===== src/rtl/input_port_vc_buffer.sv =====
// Router input port: per-VC flit FIFOs, each with a small IDLE/VA/ACTIVE FSM in front of the VC and switch allocators.
// Optional protocol checking is compiled in with `define IB_ERROR_CHECK_EN; without it error_o is tied low.

package noc_params;
    localparam int PORT_NUM  = 5;
    localparam int PORT_SIZE = $clog2(PORT_NUM);
    localparam int VC_SIZE   = 1;
    localparam int PAYLOAD_W = 32;
endpackage

module input_port_vc_buffer
    import noc_params::*;
#(
    parameter int VC_NUM      = 2,
    parameter int BUFFER_SIZE = 8
) (
    input  logic                          clk,
    input  logic                          rst,
    input  logic                          flit_valid_i,
    input  logic [VC_SIZE-1:0]            flit_vc_i,
    input  logic [1:0]                    flit_type_i,
    input  logic [PORT_SIZE-1:0]          flit_port_i,
    input  logic [PAYLOAD_W-1:0]          flit_payload_i,
    output logic [VC_NUM-1:0]             vc_request_o,
    output logic [VC_NUM*PORT_SIZE-1:0]   out_port_o,
    input  logic [VC_NUM-1:0]             vc_valid_i,
    input  logic [VC_NUM*VC_SIZE-1:0]     vc_new_i,
    output logic [VC_NUM-1:0]             sa_request_o,
    input  logic [VC_NUM-1:0]             sa_grant_i,
    output logic                          out_valid_o,
    output logic [VC_SIZE-1:0]            out_vc_o,
    output logic [PORT_SIZE-1:0]          out_port_sel_o,
    output logic [1:0]                    out_type_o,
    output logic [PAYLOAD_W-1:0]          out_payload_o,
    output logic [VC_NUM-1:0]             idle_o,
    output logic                          error_o
);

    localparam int PTR_W = (BUFFER_SIZE > 1) ? $clog2(BUFFER_SIZE) : 1;
    localparam int CNT_W = $clog2(BUFFER_SIZE + 1);
    localparam logic [CNT_W-1:0] FULL_CNT = CNT_W'(BUFFER_SIZE);
    localparam logic [1:0] T_HEAD     = 2'd0;
    localparam logic [1:0] T_TAIL     = 2'd2;
    localparam logic [1:0] T_HEADTAIL = 2'd3;

    typedef enum logic [1:0] {IDLE, VA, ACTIVE} vc_state_t;

    logic [1:0]           type_mem    [VC_NUM][BUFFER_SIZE];
    logic [PORT_SIZE-1:0] port_mem    [VC_NUM][BUFFER_SIZE];
    logic [PAYLOAD_W-1:0] payload_mem [VC_NUM][BUFFER_SIZE];

    logic [PTR_W-1:0]     rd_ptr     [VC_NUM];
    logic [PTR_W-1:0]     wr_ptr     [VC_NUM];
    logic [CNT_W-1:0]     count      [VC_NUM];
    vc_state_t            state      [VC_NUM];
    logic [VC_SIZE-1:0]   vc_latched [VC_NUM];

    logic [1:0]           head_type  [VC_NUM];
    logic [PORT_SIZE-1:0] head_port  [VC_NUM];
    logic [VC_NUM-1:0]    not_empty, full, head_start, discard;
    logic [VC_NUM-1:0]    wr_req, wr_en, pop, sa_req, sa_win;

    logic [VC_SIZE-1:0]   sel_vc;
    logic [1:0]           sel_type;
    logic [PORT_SIZE-1:0] sel_port;
    logic [PAYLOAD_W-1:0] sel_payload;

    function automatic logic [PTR_W-1:0] ptr_inc(input logic [PTR_W-1:0] p);
        return (p == PTR_W'(BUFFER_SIZE - 1)) ? '0 : p + 1'b1;
    endfunction

    always_comb begin
        for (int v = 0; v < VC_NUM; v++) begin
            head_type[v]  = type_mem[v][rd_ptr[v]];
            head_port[v]  = port_mem[v][rd_ptr[v]];
            not_empty[v]  = (count[v] != '0);
            full[v]       = (count[v] == FULL_CNT);
            head_start[v] = (head_type[v] == T_HEAD) || (head_type[v] == T_HEADTAIL);
            // A stray BODY/TAIL at the head of an idle VC can never be routed, so it is dropped.
            discard[v]    = (state[v] == IDLE) && not_empty[v] && !head_start[v];
            sa_req[v]     = (state[v] == ACTIVE) && not_empty[v];
            wr_req[v]     = flit_valid_i && (flit_vc_i == VC_SIZE'(v));
        end
    end

    // Only one grant is honoured even if the allocator misbehaves; lowest VC wins.
    always_comb begin
        sa_win      = '0;
        sel_vc      = '0;
        sel_type    = '0;
        sel_port    = '0;
        sel_payload = '0;
        for (int v = 0; v < VC_NUM; v++) begin
            if (sa_req[v] && sa_grant_i[v] && (sa_win == '0)) begin
                sa_win[v]   = 1'b1;
                sel_vc      = vc_latched[v];
                sel_type    = head_type[v];
                sel_port    = head_port[v];
                sel_payload = payload_mem[v][rd_ptr[v]];
            end
        end
    end

    // A full FIFO still accepts a write when its head leaves on the same edge.
    always_comb begin
        for (int v = 0; v < VC_NUM; v++) begin
            pop[v]   = sa_win[v] || discard[v];
            wr_en[v] = wr_req[v] && (!full[v] || pop[v]);
        end
    end

    always_comb begin
        vc_request_o = '0;
        out_port_o   = '0;
        idle_o       = '0;
        for (int v = 0; v < VC_NUM; v++) begin
            if (state[v] == VA) begin
                vc_request_o[v]                       = 1'b1;
                out_port_o[v*PORT_SIZE +: PORT_SIZE] = head_port[v];
            end
            idle_o[v] = (state[v] == IDLE) && !not_empty[v];
        end
    end

    assign sa_request_o = sa_req;

    always_ff @(posedge clk) begin
        for (int v = 0; v < VC_NUM; v++) begin
            if (wr_en[v]) begin
                type_mem[v][wr_ptr[v]]    <= flit_type_i;
                port_mem[v][wr_ptr[v]]    <= flit_port_i;
                payload_mem[v][wr_ptr[v]] <= flit_payload_i;
            end
        end
    end

    always_ff @(posedge clk) begin
        if (rst) begin
            for (int v = 0; v < VC_NUM; v++) begin
                rd_ptr[v]     <= '0;
                wr_ptr[v]     <= '0;
                count[v]      <= '0;
                state[v]      <= IDLE;
                vc_latched[v] <= '0;
            end
        end else begin
            for (int v = 0; v < VC_NUM; v++) begin
                if (wr_en[v]) wr_ptr[v] <= ptr_inc(wr_ptr[v]);
                if (pop[v])   rd_ptr[v] <= ptr_inc(rd_ptr[v]);
                if (wr_en[v] && !pop[v])
                    count[v] <= count[v] + 1'b1;
                else if (pop[v] && !wr_en[v])
                    count[v] <= count[v] - 1'b1;

                case (state[v])
                    IDLE: begin
                        if (not_empty[v] && head_start[v]) state[v] <= VA;
                    end
                    VA: begin
                        if (vc_valid_i[v]) begin
                            vc_latched[v] <= vc_new_i[v*VC_SIZE +: VC_SIZE];
                            state[v]      <= ACTIVE;
                        end
                    end
                    ACTIVE: begin
                        if (sa_win[v] && ((head_type[v] == T_TAIL) || (head_type[v] == T_HEADTAIL)))
                            state[v] <= IDLE;
                    end
                    default: state[v] <= IDLE;
                endcase
            end
        end
    end

    always_ff @(posedge clk) begin
        if (rst) begin
            out_valid_o    <= 1'b0;
            out_vc_o       <= '0;
            out_port_sel_o <= '0;
            out_type_o     <= '0;
            out_payload_o  <= '0;
        end else begin
            out_valid_o    <= |sa_win;
            out_vc_o       <= sel_vc;
            out_port_sel_o <= sel_port;
            out_type_o     <= sel_type;
            out_payload_o  <= sel_payload;
        end
    end

`ifdef IB_ERROR_CHECK_EN
    logic [VC_NUM-1:0] tail_open;
    logic              err_event;
    logic              error_q;

    // tail_open marks a VC whose most recently written packet has not yet seen its TAIL.
    always_comb begin
        err_event = ((sa_grant_i & (sa_grant_i - VC_NUM'(1))) != '0);
        for (int v = 0; v < VC_NUM; v++) begin
            if (wr_req[v] && full[v] && !pop[v]) err_event = 1'b1;
            if (discard[v]) err_event = 1'b1;
            if (wr_req[v] && ((flit_type_i == T_HEAD) || (flit_type_i == T_HEADTAIL))
                && (state[v] != IDLE) && tail_open[v])
                err_event = 1'b1;
        end
    end

    always_ff @(posedge clk) begin
        if (rst) begin
            tail_open <= '0;
            error_q   <= 1'b0;
        end else begin
            error_q <= error_q | err_event;
            for (int v = 0; v < VC_NUM; v++) begin
                if (wr_en[v]) begin
                    if (flit_type_i == T_HEAD)
                        tail_open[v] <= 1'b1;
                    else if ((flit_type_i == T_TAIL) || (flit_type_i == T_HEADTAIL))
                        tail_open[v] <= 1'b0;
                end
            end
        end
    end

    assign error_o = error_q;
`else
    assign error_o = 1'b0;
`endif

endmodule


===== config.mk =====
export PLATFORM = sky130hd
export DESIGN_NAME = input_port_vc_buffer
export DESIGN_NICKNAME = d
export VERILOG_FILES = /design/src/rtl/input_port_vc_buffer.sv
export SDC_FILE = /design/constraint.sdc
export NUM_CORES = 1
export LEC_CHECK = 0
export ABC_AREA = 1
export CORE_ASPECT_RATIO = 1.4
export CORE_UTILIZATION = 50
export CTS_CLUSTER_DIAMETER = 80
export DETAILED_ROUTE_END_ITERATION = 7
export PLACE_DENSITY = 0.74
export SETUP_SLACK_MARGIN = 0.3
export SLEW_MARGIN = 20
export SYNTH_ARGS = -nofsm -noshare
export SYNTH_HDL_FRONTEND = slang
export SYNTH_SLANG_ARGS = --single-unit

===== constraint.sdc =====
create_clock -name clk -period 10.43 [get_ports clk]
set_clock_uncertainty 0.15 [all_clocks]
set_input_delay 2.086 -clock clk [delete_from_list [all_inputs] [get_ports clk]]
set_output_delay 2.086 -clock clk [all_outputs]
set_load 0.02 [all_outputs]

* Yosys cells after proc, flatten, opt, wreduce, memory -nomap -nowiden
Memories as Yosys holds them, arrays and structs flattened. Cells that the tools add are included.
Storage, ports and cells: flip-flop bits (word level) 39, latch bits 0, memory bits (writable) 618, memory bits (read-only) 0, bits of input ports 47, output and inout port bits 52, word-level logic and storage cells 259, memories kept 8
Memory list:
- payload_mem | depth 2, bits a word 256, read ports 2, clocked after Yosys merged registers in 0, wr ports 1, RTL line 50 | logic [PAYLOAD_W-1:0] payload_mem [VC_NUM][BUFFER_SIZE];
- port_mem | depth 2, bits a word 24, read ports 2, clocked after Yosys merged registers in 0, wr ports 1, RTL line 49 | logic [PORT_SIZE-1:0] port_mem [VC_NUM][BUFFER_SIZE];
- type_mem | depth 2, bits a word 16, read ports 2, clocked after Yosys merged registers in 0, wr ports 1, RTL line 48 | logic [1:0] type_mem [VC_NUM][BUFFER_SIZE];
- count | depth 2, bits a word 4, read ports 2, clocked after Yosys merged registers in 0, wr ports 2, RTL line 54 | logic [CNT_W-1:0] count [VC_NUM];
- rd_ptr | depth 2, bits a word 3, read ports 2, clocked after Yosys merged registers in 0, wr ports 2, RTL line 52 | logic [PTR_W-1:0] rd_ptr [VC_NUM];
- wr_ptr | depth 2, bits a word 3, read ports 2, clocked after Yosys merged registers in 0, wr ports 2, RTL line 53 | logic [PTR_W-1:0] wr_ptr [VC_NUM];
- +2 memories
Operators by class: $add $sub $neg 8, $mul 0, div/mod/pow operators 0, magnitude comparators 6, equal/unequal tests 14, shifts and indexed selects 0, mux-type cells 139, bitwise operators 24, reductions and logical operators 55
Operator list (count):
- 256-bit 2-to-1 mux | 4
- 32-bit 2-to-1 mux | 8
- 256-bit OR reduction | 1
- 32-bit binary-select mux with 3-bit select | 2
- 32-bit demux with 3-bit select | 2
- 24-bit 2-to-1 mux | 4
- 1-bit 2-to-1 mux | 69
- 16-bit 2-to-1 mux | 4
- 3-bit 2-to-1 mux | 18
- 2-bit 2-to-1 mux | 16
- 1-bit logical AND | 25
- 24-bit OR reduction | 1
- 3-bit binary-select mux with 3-bit select | 2
- 3-bit demux with 3-bit select | 2
- 1-bit bitwise OR | 18
- 4-bit >= comparator, second input constant | 4
- 4-bit 2-to-1 mux | 4
- 3-bit inverter with 4-bit output | 4
- 16-bit OR reduction | 1
- 3-bit by 1-bit adder with 3-bit output, second input constant | 4
- 2-bit binary-select mux with 3-bit select | 2
- 2-bit demux with 3-bit select | 2
- 2-bit == test, second input constant | 6
- 3-bit == test, second input constant | 4
- 12 further kinds | 39

* Logic depth before layout (Yosys ltp)
An unclocked memory read counts as a cell.
depth after elaboration 19, mapped depth 18, mapped depth without buffers 16

* Worst setup path before layout
No wires, ideal clock.
path kind input to register, start input sa_grant_i[1], end memory payload_mem[0][288] in the netlist's numbering, enable pin, library setup time 0.431 ns, data arrival time 4.333 ns, required time 9.849 ns, slack 5.515 ns, stages on the path 7, buffers on the path 0, cells stage by stage inv_1 nor2_2 nand2_4 nand2_2 o21ai_2 or2_1 nor2_1
Between the ends: word-level cells in the longest chain between the ends 10, elaborated cells on any way between the ends 11, classes of those cells 5 x mux; 6 x reduce/logical
RTL lines:
- from (decl) | RTL line 29 | input logic [VC_NUM-1:0] sa_grant_i,
- 1-bit logical AND (*) (2 in a row) | RTL line 94 | if (sa_req[v] && sa_grant_i[v] && (sa_win == '0)) begin
- 1-bit 2-to-1 mux (*) | RTL line 94
- 1-bit logical OR (*) | RTL line 107 | pop[v] = sa_win[v] || discard[v];
- 1-bit logical OR (*) | RTL line 108 | wr_en[v] = wr_req[v] && (!full[v] || pop[v]);
- 1-bit logical AND (*) | RTL line 108
- 1-bit 2-to-1 mux (*) | RTL line 129 | if (wr_en[v]) begin
- 256-bit 2-to-1 mux (implied by the code) (*) | RTL line 132 | payload_mem[v][wr_ptr[v]] <= flit_payload_i;
- 256-bit OR reduction (no source line)
- 1-bit 2-to-1 mux (no source line) or 256-bit 2-to-1 mux (tied branches)
- to (decl) | RTL line 50
Mark *: on every way between the ends. The rest lies on a longest branch, timed or not.

==> impl_metrics.tcl <==
set metrics [dict create \
    cts_hold_buffers 0 \
    finalHoldViolations 0 \
    drtIter0Drc 1817 \
    ys_top_cells_by_area "edfxtp_1 71%, nor2_1 7.1%, o21ai_0 6.6%" \
    outcome "complete, no violations" \
    wl_mm 58.7 \
    crit_path_cell_trace "buf_4 > inv_4 > buf_4 > o21ai_0 > o22ai_1 > nand2_1 > a21oi_1 > clkdlybuf4s50_1" \
    period_needed_ns 6.30 \
    slew_viol_final 0 \
    cts_resized 0 \
    numCtsBuffers 56 \
    fin_crit_sh 0.604 \
    gp_congestion 0.763 \
    clock-sinks 657 \
    critPathSlowestCell "buf_4" \
    syn-num-nets 2093 \
    grt_max_degree 109 \
    port_buffers 97 \
    worst_pin_slew_ns 1.03 \
    worst_skew_pair.late_latency_ns 0.61 \
    powerDensity_mw_per_mm2 246 \
    ctsHtreeMaxLevel 2 \
    setup_ws_ns 4.13 \
    worst_hold_startpoint "vc_latched[0][1]$_SDFFCE_PN0P_" \
    clockBufferDepth 3 \
    grt_first_pass_wirelength_mm 90.8 \
    final_nets 2155 \
    netlist_instances 2029 \
    grt_pass1_vias 16400 \
    hpwlAfterDp_mm 32.0 \
    wl_per_cell_microns 21.1 \
    multiInputGateArea_sq_mm 0.00585 \
    rr_worst_depth 13 \
    antenna_found_initial 1 \
    rsz0062_at_grt "false" \
    ys_ff_latch 657 \
    track_usage 0.222 \
    max_freq_mhz 159 \
    drive_gt1_frac 0.0707 \
    synth_top_cell_area_share 0.714 \
    cts_setup_buffers 0 \
    vdd_ir_drop_max_mv 0.160 \
    fill_cells 3811 \
    die_area_sq_mm 0.0528 \
    finalPower_mw 7.20 \
    drtAntennaViolNets 0 \
    drt_pass1_iterations 7 \
    whs_ns 0.354 \
    tns_ns 0 \
    start_kind "flop" \
    crit_path_max_fanout 78 \
    viasPerCell 5.88 \
    slew_headroom 0.312 \
    vias 16400 \
    leakagePower_nw 9.59 \
    insertedDiodeCount 0 \
    syn_to_final_growth_pct 12.8 \
    hold_path_class "flop to flop" \
    cpPeakStageDelay_ns 0.76 \
    drc 0 \
    rr_endpoint "port_mem[0][11]$_DFFE_PP_" \
    r2r_slack_ns 5.00 \
    finalSetupViolCount 0 \
    max_cap_viol_count 0 \
    register_area_sq_mm 0.0193 \
    ys_seq_area_frac 0.745 \
    overflow 0 \
    num_rows 98 \
    whs_endpoint "out_vc_o$_SDFF_PP0_" \
    regToRegStartpoint "rd_ptr[0][0]$_SDFFCE_PP0P_" \
    syn_avg_cell_area_sq_um 12.8 \
    cts_tree "done" \
    core_sq_mm 0.0511 \
    die_h_microns 272 \
    layout_common_cells "617 x edfxtp_1, 473 x nor2_1, 344 x o21ai_0" \
    required_ns 8.19 \
    worstHoldPathCells 2 \
    synth_cell_type_count 43 \
    die_w_microns 195 \
    synth.largest_area_cell "edfxtp_1" \
    place_ws_ns 4.82 \
    final_common_cell "edfxtp_1" \
    worstSetupPathType "flop to primary output" \
    cp.arrival_ns 4.06 \
    path_common_cell "buf_4" \
    start_util 0.508 \
    synth_warnings 0 \
    clk_pin_slew_ns 0.07 \
    clockRootBuffer "clkbuf_16" \
    io_pins 99 \
    syn-cell-area_sq_mm 0.0260 \
    endpoint_kind "primary output" \
]
[flip-flops by register name (all words and copies together), names as in the netlist]
register	flops
payload_mem	512
port_mem	48
out_payload_o	32
type_mem	32
count	8
rd_ptr	6
wr_ptr	6
state	4
out_port_sel_o	3
out_type_o	2
vc_latched	2
out_valid_o	1
out_vc_o	1
[cells in the mapped netlist (all sizes together)]
cell / number
inv: 62
o22ai: 7
dfxtp: 40
o2111ai: 1
a21boi: 2
nor3: 4
o31ai: 1
clkbuf: 60
o21ai: 413
o21a: 2
or2: 3
ha: 16
buf: 65
nand4: 6
xor2: 5
a211oi: 1
nand2: 72
fa: 1
a21oi: 44
nor2: 492
o221ai: 64
edfxtp: 617
nand3: 43
o211ai: 3
conb: 1
nand3b: 3
a31oi: 1
[stage by stage]
stage | utilization | cells | instance area (sq um)
3_3_place_gp | 0.536 | 2682 | 27400
4_1_cts | 0.572 | 2786 | 29300
6_report | 0.572 | 2787 | 29300
3_5_place_dp | 0.536 | 2682 | 27400
5_1_grt | 0.572 | 2787 | 29300
2_1_floorplan | - | 2029 | 26000
[worst max-delay path, delay by kind of cell (launching register included)]
| kind | cells | cell delay (ns) |
|---|---|---|
| buf+inv | 4 | 2.31 |
| compound gates | 3 | 0.57 |
| flops | 1 | 0.37 |
| simple gates | 1 | 0.09 |
[where the power goes]
group          internal (mW)  switching, mW  leakage, nW
clock network           1.15          0.908        0.884
logic                  0.609           1.43         2.78
registers               3.05         0.0518         5.93
[layer usage]
layer,routed length (microns),global-route usage,part of all wire,vias to the layer above
met5,10,0,0.00017,-
met4,1690,0.0800,0.029,2
met3,3600,0.0250,0.061,116
met2,30600,0.402,0.52,690
met1,22800,0.273,0.39,8101
li1,-,-,-,7468
[area by class of cell]
class	count	area share
timing repair buffer	129	0.0416
sequential	657	0.660
multi-input combinational	1185	0.200
inverter	62	0.00812
clock inverter	27	0.00885
clock buffer	77	0.0533
tap	650	0.0278
[cells by family (layout without fill, tap and decap cells)]
family / count (synthesis) / count (layout) / share of synthesized area
AOI/OAI and AO/OA: 539 / 539 / 0.115
xor gates and xnor gates: 5 / 5 / 0.00169
adders and majority gates: 17 / 17 / 0.00849
buffers and inverters: 187 / 295 / 0.0344
DFF: 657 / 657 / 0.745
other: 1 / 1 / 0.000144
and+or+nand+nor: 623 / 623 / 0.0954
[worst max path at each step]
stage / from / endpoint
2_1_floorplan: sa_grant_i[1] / payload_mem[0][288]$_DFFE_PP_
3_3_place_gp: rd_ptr[0][0]$_SDFFCE_PP0P_ / out_port_o[1]
6_report: rd_ptr[0][0]$_SDFFCE_PP0P_ / out_port_o[1]
5_1_grt: rd_ptr[0][0]$_SDFFCE_PP0P_ / out_port_o[1]
3_5_place_dp: rd_ptr[0][0]$_SDFFCE_PP0P_ / out_port_o[1]
4_1_cts: rd_ptr[0][0]$_SDFFCE_PP0P_ / out_port_o[1]
No activity file was read; power rests on OpenSTA's default activity.
